--- config.mk ---
export PLATFORM = sky130hd
export DESIGN_NAME = alu_i_flat
export DESIGN_NICKNAME = d
export VERILOG_FILES = /design/src/rtl/alu_i_if.sv /design/src/rtl/alu_i.sv /design/src/flat_wrapper.sv
export SDC_FILE = /design/constraint.sdc
export NUM_CORES = 1
export LEC_CHECK = 0
export CAP_MARGIN = 25
export CORE_MARGIN = 4
export CORE_UTILIZATION = 30
export CTS_CLUSTER_SIZE = 30
export DETAILED_ROUTE_END_ITERATION = 8
export SYNTH_ARGS = -nofsm -noshare
export SYNTH_HDL_FRONTEND = slang
export SYNTH_SLANG_ARGS = --single-unit
--- constraint.sdc ---
create_clock -name clk -period 20 [get_ports clk]
set_input_delay 4 -clock clk [delete_from_list [all_inputs] [get_ports clk]]
set_output_delay 4 -clock clk [all_outputs]
set_load 0.03 [all_outputs]
--- src/rtl/alu_i_if.sv ---
// Operand/result bundle between the integer issue logic and alu_i.
// master: issue side (drives operands and op select, observes results).
// slave : the ALU itself.
interface alu_i_if;
  logic [31:0] Num1;
  logic [31:0] Num2;
  logic [4:0]  OpSel;
  logic [31:0] Result;
  logic        Zero;
  logic [31:0] Result_q;
  logic        Zero_q;

  modport master (
    output Num1,
    output Num2,
    output OpSel,
    input  Result,
    input  Zero,
    input  Result_q,
    input  Zero_q
  );

  modport slave (
    input  Num1,
    input  Num2,
    input  OpSel,
    output Result,
    output Zero,
    output Result_q,
    output Zero_q
  );
endinterface

--- src/rtl/alu_i.sv ---
// Integer ALU for the out-of-order core's integer execution unit.
// Computes RV32I OP/OP-IMM results combinationally so the ALU control unit
// can capture them in the issue cycle, and also keeps a one-cycle
// registered copy of the result and zero flag for pipelined consumers.
// OpSel: [2:0]=funct3, [3]=alt (funct7[5]), [4]=pass Num2 through.
module alu_i #(
  parameter int XLEN = 32
) (
  input  logic    clk,
  input  logic    rstn,
  alu_i_if.slave  bus
);

  localparam logic [2:0] F3_ADD  = 3'b000;
  localparam logic [2:0] F3_SLL  = 3'b001;
  localparam logic [2:0] F3_SLT  = 3'b010;
  localparam logic [2:0] F3_SLTU = 3'b011;
  localparam logic [2:0] F3_XOR  = 3'b100;
  localparam logic [2:0] F3_SRL  = 3'b101;
  localparam logic [2:0] F3_OR   = 3'b110;
  localparam logic [2:0] F3_AND  = 3'b111;

  logic [XLEN-1:0] num1_s;
  logic [XLEN-1:0] num2_s;
  logic [2:0]      funct3_s;
  logic            alt_s;
  logic            pass_b_s;
  logic [4:0]      shamt_s;
  logic [XLEN-1:0] result_s;
  logic            zero_s;
  logic [XLEN-1:0] result_q_r;
  logic            zero_q_r;

  // Zero detect kept as a helper so the flag and its registered copy share one definition.
  function automatic logic is_zero(input logic [XLEN-1:0] value);
    return (value == {XLEN{1'b0}});
  endfunction

  assign num1_s   = bus.Num1;
  assign num2_s   = bus.Num2;
  assign funct3_s = bus.OpSel[2:0];
  assign alt_s    = bus.OpSel[3];
  assign pass_b_s = bus.OpSel[4];
  // Only the low five bits of operand B form the shift amount.
  assign shamt_s  = bus.Num2[4:0];

  // Result select: pass-through wins, otherwise decode funct3 (alt only matters for ADD/SRL).
  always_comb begin
    result_s = {XLEN{1'b0}};
    if (pass_b_s) begin
      result_s = num2_s;
    end else begin
      case (funct3_s)
        F3_ADD: begin
          if (alt_s) begin
            result_s = num1_s - num2_s;
          end else begin
            result_s = num1_s + num2_s;
          end
        end
        F3_SLL:  result_s = num1_s << shamt_s;
        F3_SLT:  result_s = {{(XLEN-1){1'b0}}, ($signed(num1_s) < $signed(num2_s))};
        F3_SLTU: result_s = {{(XLEN-1){1'b0}}, (num1_s < num2_s)};
        F3_XOR:  result_s = num1_s ^ num2_s;
        F3_SRL: begin
          if (alt_s) begin
            result_s = $unsigned($signed(num1_s) >>> shamt_s);
          end else begin
            result_s = num1_s >> shamt_s;
          end
        end
        F3_OR:   result_s = num1_s | num2_s;
        F3_AND:  result_s = num1_s & num2_s;
        default: result_s = {XLEN{1'b0}};
      endcase
    end
  end

  assign zero_s = is_zero(result_s);

  // Pipelined copy: loads every edge with no enable; async reset clears it immediately.
  always_ff @(posedge clk or negedge rstn) begin
    if (!rstn) begin
      result_q_r <= {XLEN{1'b0}};
      zero_q_r   <= 1'b0;
    end else begin
      result_q_r <= result_s;
      zero_q_r   <= zero_s;
    end
  end

  assign bus.Result   = result_s;
  assign bus.Zero     = zero_s;
  assign bus.Result_q = result_q_r;
  assign bus.Zero_q   = zero_q_r;

endmodule

--- src/flat_wrapper.sv ---
// flat-port wrapper written by rule: the top's interface ports become plain ports
module alu_i_flat 
#(
  parameter int XLEN = 32
)
  (clk, rstn, bus_Num1, bus_Num2, bus_OpSel, bus_Result, bus_Zero, bus_Result_q, bus_Zero_q);
  alu_i_if bus_i ();
  input  logic clk;
  input  logic rstn;
  input wire logic [$bits(bus_i.Num1)-1:0] bus_Num1;
  input wire logic [$bits(bus_i.Num2)-1:0] bus_Num2;
  input wire logic [$bits(bus_i.OpSel)-1:0] bus_OpSel;
  output wire logic [$bits(bus_i.Result)-1:0] bus_Result;
  output wire logic [$bits(bus_i.Zero)-1:0] bus_Zero;
  output wire logic [$bits(bus_i.Result_q)-1:0] bus_Result_q;
  output wire logic [$bits(bus_i.Zero_q)-1:0] bus_Zero_q;
  assign bus_i.Num1 = bus_Num1;
  assign bus_i.Num2 = bus_Num2;
  assign bus_i.OpSel = bus_OpSel;
  assign bus_Result = bus_i.Result;
  assign bus_Zero = bus_i.Zero;
  assign bus_Result_q = bus_i.Result_q;
  assign bus_Zero_q = bus_i.Zero_q;
  alu_i #(.XLEN(XLEN)) u_core (.clk(clk), .rstn(rstn), .bus(bus_i));
endmodule
==> flow_metrics.tcl, run 1 <==
set metrics [dict create \
    outcome "finished clean" \
    cp-startpoint "bus_Num2[1]" \
    synth_flop_cell "dfrtp_1" \
    ys_types 97 \
    syn_area_sq_um 10900 \
    dp_hpwl_microns 44100 \
    place_area_sq_um 12500 \
    grt_pass1_wl_microns 84300 \
    netlist_top_cells_area "ha_1 11%, mux4_2 9.1%, dfrtp_1 7.6%, a21oi_1 6.0%, mux2i_1 5.4%" \
    dieHeight_microns 199 \
    grt_pass1_vias 12500 \
    synthToLayoutAreaGrowth_pct 16.2 \
    critPathLaunchType "input port" \
    path_cells "buf_2, buf_4, or2_2, a2bb2oi_1, o211ai_1, a211oi_1, o211ai_1, or3_1, or4_1, nor4_2, o2111ai_1, a2111o_1, nor4b_2, clkdlybuf4s50_1" \
    cts_root_buffer "clkbuf_16" \
    p_leak_nw 5.02 \
    cts.htree.levels 2 \
    first_iter_violations 1973 \
    synth.ff_latch_count 33 \
    cts-buffers-inserted 5 \
    postCtsSetupBuffers 0 \
    setup_tns_ns 0 \
    grt_max_degree 61 \
    drv_slew 0 \
    tightest_slew_ns 0.982 \
    dr.pass1.iters 7 \
    grt_overflow 0 \
    synth_area_leader_cell "ha_1" \
    hold_viol_final 0 \
    dp_cells 2014 \
    final_util 0.354 \
    setup_ws_ns 6.06 \
    worstPathRequired_ns 16.00 \
    final_area_sq_um 12700 \
    antenna_found_initial 5 \
    place_ws_ns 6.16 \
    gp_congestion 1.03 \
    crit_path_end_kind "output port" \
    grtUsageTotal 0.281 \
    cts_hold_buf 0 \
    fill_cells 3909 \
    ios 137 \
    cts_buffer_depth 2 \
    nNetsFinal 1730 \
    maxCapViolCount 0 \
    fin_crit_sh 0.697 \
    avgSynthCellArea_sq_um 7.27 \
    ys_async_sr_fraction 1.00 \
    vdd_drop_max_mv 0.0296 \
    hold_path_class "input port to async pin" \
    drc 0 \
    vias 13200 \
    synthCells 1500 \
    critPathSlowestCell "clkdlybuf4s50_1" \
    die_w_microns 199 \
    synth.net_count 1670 \
    clk_pin_slew_ns 0.06 \
    drive_gt1_frac 0.101 \
    cts_tree "yes" \
    cts_resized 0 \
    stdcell_count 2022 \
    drt-wirelength-per-cell_microns 28.5 \
    fp-row-count 69 \
    fp.dieArea_sq_um 39400 \
    cp.arrival_ns 9.94 \
    routed_wl_microns 57500 \
    synthDominantCellAreaShare 0.111 \
    min_period_ns 13.94 \
    power_density_nw_per_um2 43.1 \
    ant_nets 0 \
    power_mw 0.546 \
    diodes 0 \
    synth-edff-count 0 \
    rsz0062_at_grt "false" \
    cp_common_cell "o211ai_1" \
    cts.sinks 33 \
    slew_headroom 0.343 \
    finalSetupViolations 0 \
    crit_path_max_incr_delay_ns 0.73 \
    ys_warn_count 0 \
    viasPerCell 6.55 \
    cp_max_fo 50 \
    holdWs_ns 3.78 \
    path_class "input port to output port" \
    portBuffers 136 \
    maxClockFrequency_mhz 71.7 \
    start_util 0.305 \
    core_area_sq_um 35700 \
    yosysSeqAreaShare 0.0758 \
]
-- layer usage --
metal	global-route usage	up-vias	share of wire
met1	0.395	6435	0.42
met4	0.0909	8	0.039
li1	-	5770	-
met3	0.0513	148	0.10
met2	0.436	888	0.44
met5	0	-	0.00082
-- flip-flops by register name (all words and copies together), names as in the netlist --
register / count
u_core.bus.Zero_q: 1
u_core.bus.Result_q: 32
-- final cells by class --
class / instances / area, sq um / share of cell area
clock buffers: 5 / 125 / 0.00988
clock inverters: 3 / 17.5 / 0.00138
inverters: 102 / 383 / 0.0302
multi-input cells: 1243 / 9130 / 0.720
flip-flops and latches: 33 / 826 / 0.0652
well taps: 461 / 577 / 0.0455
repair buffers: 175 / 1620 / 0.128
-- layout by cell type, fill, tap and decap left out, types with 43 or more instances in the layout --
cell type	netlist	final
nor3_1	43	43
ha_1	97	97
nand2_1	140	140
a21oi_1	131	131
mux4_2	44	44
mux2i_1	59	59
clkdlybuf4s50_1	0	128
inv_1	98	98
nor2_1	131	131
o21ai_0	94	94
-- report_power, final --
group	switching [mW]	internal [mW]	leakage [nW]	total [mW]
Sequential	0.00192	0.0743	0.391	0.0762
Combinational	0.253	0.139	4.56	0.392
Clock	0.0321	0.0457	0.0696	0.0778
-- worst max-delay path by stage --
stage,to,cells after the start
final,bus_Zero,14
after global routing,bus_Zero,14
after CTS,bus_Zero,14
after detailed placement,bus_Zero,14
after global placement,bus_Zero,14
after floorplan,bus_Zero,17
-- worst max-delay path: cells and delay by family --
kind	cells	cell delay, ns
simple gates	5	1.89
buf+inv	3	1.82
compound gates	6	2.17
-- cells in the mapped netlist (all sizes together), types with 10 or more instances --
| master | number |
|---|---|
| o22ai | 19 |
| o31ai | 14 |
| ha | 97 |
| a21o | 12 |
| mux2i | 59 |
| nand2 | 140 |
| o21ai | 100 |
| buf | 53 |
| mux4 | 44 |
| a31oi | 23 |
| xnor2 | 12 |
| inv | 100 |
| clkbuf | 69 |
| nand3 | 30 |
| or2 | 11 |
| o211ai | 34 |
| a211oi | 35 |
| mux2 | 29 |
| nor4 | 13 |
| or3 | 11 |
| a21oi | 132 |
| nor2b | 13 |
| nor2 | 132 |
| a22o | 10 |
| and2 | 11 |
| dfrtp | 33 |
| nand2b | 21 |
| nor3 | 43 |
| a22oi | 10 |
| a221oi | 15 |
-- cell families after synthesis --
kind of cell               after synthesis  synth area share
xor gates and xnor gates                18            0.0145
DFF                                     33            0.0758
adders and majority gates               99             0.115
muxes                                  132             0.175
buffers and inverters                  224            0.0875
AOI/OAI and AO/OA                      531             0.331
and+or+nand+nor                        463             0.201
No activity file was read; power rests on OpenSTA's default activity.
==> run 2: changes to the inputs <==
==> constraint.sdc (replaced) <==
create_clock -name clk -period 12.3 [get_ports clk]
set_input_delay 2.46 -clock clk [delete_from_list [all_inputs] [get_ports clk]]
set_output_delay 2.46 -clock clk [all_outputs]
set_load 0.03 [all_outputs]
==> run 2 against run 1 <==
The run now ends with DRC left. Sequential cell count unchanged. Die area did not move. First-iteration DRC count is 9.6% higher. Sequential share of layout area hardly changed. Non-clock buffer count grew 7. Clock power is 66% higher. Critical endpoint unchanged.
==> flow_metrics.tcl, run 2 (synthesized netlist as in run 1, its figures left out) <==
set metrics [dict create \
    cp_common_cell "clkdlybuf4s50_1" \
    dp_hpwl_microns 45000 \
    largest_reg_flops 32 \
    critPathLaunchType "input port" \
    fp-row-count 69 \
    violations "DRC" \
    antenna_found_initial 0 \
    crit_path_max_incr_delay_ns 0.92 \
    synthToLayoutAreaGrowth_pct 16.7 \
    nNetsFinal 1737 \
    cp.arrival_ns 8.04 \
    crit_cells 14 \
    cts_root_buffer "clkbuf_16" \
    min_period_ns 10.50 \
    maxClockFrequency_mhz 95.2 \
    tightest_slew_ns 1.03 \
    outcome "finished, violations left" \
    ios 137 \
    path_class "input port to output port" \
    crit_path_end_kind "output port" \
    cp-startpoint "bus_Num1[19]" \
    multi_input_area_sq_um 9130 \
    clkPwrFrac 0.144 \
    dr.pass1.iters 9 \
    final_common_cell "nand2_1" \
    portBuffers 136 \
    slew_headroom 0.307 \
    fin_crit_sh 0.854 \
    drive_gt1_frac 0.105 \
    cp_num_buf_inv 3 \
    diodes 0 \
    postCtsSetupBuffers 0 \
    cts.sinks 33 \
    critPathSlowestCell "clkdlybuf4s50_1" \
    swShare 0.526 \
    clk_pin_slew_ns 0.06 \
    cts_buffer_depth 2 \
    vias 13300 \
    p_leak_nw 5.05 \
    hold_path_class "input port to async pin" \
    grt_pass1_vias 12600 \
    crit_family "simple AND/OR/NAND/NOR gates" \
    grt_overflow 0 \
    cp_max_fo 12 \
    vdd_drop_max_mv 0.0442 \
    path_cells "clkdlybuf4s50_1, inv_1, ha_1, nand2_1, or2_2, a2111oi_2, o21ai_0, and3_1, o21ai_1, a32oi_1, or4_1, or4b_1, nor4b_2, clkdlybuf4s50_1" \
    viasPerCell 6.57 \
    drv_slew 0 \
    rsz0062_at_grt "false" \
    ant_nets 0 \
    cts_tree "yes" \
    drt-wirelength-per-cell_microns 28.8 \
    cts_hold_buf 0 \
    layout_common_cells "140 x nand2_1, 131 x nor2_1, 131 x a21oi_1" \
    setup_tns_ns 0 \
    crit_path_end "bus_Zero" \
    cts-buffers-inserted 5 \
    holdWs_ns 2.24 \
    core_area_sq_um 35700 \
    grt_max_degree 53 \
    finalSetupViolations 0 \
    seqPwrFrac 0.139 \
    drc 1 \
    first_iter_violations 2162 \
    cts_resized 0 \
    fill_cells 3853 \
    grt_pass1_wl_microns 85200 \
    routed_wl_microns 58400 \
    die_w_microns 199 \
    regArea_sq_um 826 \
    p_int_mw 0.423 \
    worstPathRequired_ns 9.84 \
    cts.htree.levels 2 \
    maxCapViolCount 0 \
    hold_viol_final 0 \
    power_mw 0.893 \
    fp.dieArea_sq_um 39400 \
    power_density_nw_per_um2 70.2 \
    gp_congestion 1.02 \
    dieHeight_microns 199 \
    start_util 0.305 \
    p_switching_mw 0.470 \
    p_comb_frac 0.717 \
    grtUsageTotal 0.283 \
]
==> run 2: area by class of cell <==
cell class	instances	area share
inverter	102	0.0301
clock buffer	5	0.00983
clock inverter	3	0.00138
timing repair buffer	182	0.131
multi-input combinational	1243	0.717
tap	461	0.0453
sequential	33	0.0649
==> run 2: stage by stage <==
stage	worst slack, ns	cells	instance area [sq um]	util
floorplan	2.61	1500	10900	-
global placement	1.91	2021	12600	0.352
detailed placement	1.91	2021	12600	0.352
CTS	1.89	2029	12700	0.356
global route	1.58	2029	12700	0.356
finish	1.80	2029	12700	0.356
==> run 2: power by group through the flow <==
stage | sequential, mW | combinational (mW) | clock [mW]
after detailed placement | 0.126 | 0.621 | 0
final | 0.124 | 0.640 | 0.129
after global routing | 0.125 | 0.673 | 0.137
after floorplan | 0.152 | 0.360 | 0
after global placement | 0.126 | 0.622 | 0
after CTS | 0.124 | 0.623 | 0.132
==> run 2: worst min-delay path by stage <==
stage	start	endpoint	slack, ns	cells past startpoint
after global routing	rstn	u_core.bus.Result_q[15]$_DFF_PN0_	2.32	1
after global placement	rstn	u_core.bus.Result_q[15]$_DFF_PN0_	2.58	1
after detailed placement	rstn	u_core.bus.Result_q[15]$_DFF_PN0_	2.59	1
after floorplan	rstn	u_core.bus.Result_q[0]$_DFF_PN0_	2.16	0
final	rstn	u_core.bus.Result_q[15]$_DFF_PN0_	2.24	1
after CTS	rstn	u_core.bus.Result_q[15]$_DFF_PN0_	2.28	1
==> run 2: layer usage <==
| layer | global-route usage | wire length [microns] |
|---|---|---|
| met3 | 0.0534 | 6230 |
| met2 | 0.435 | 25100 |
| met4 | 0.113 | 2820 |
| met1 | 0.393 | 24300 |
| met5 | 0 | 0 |
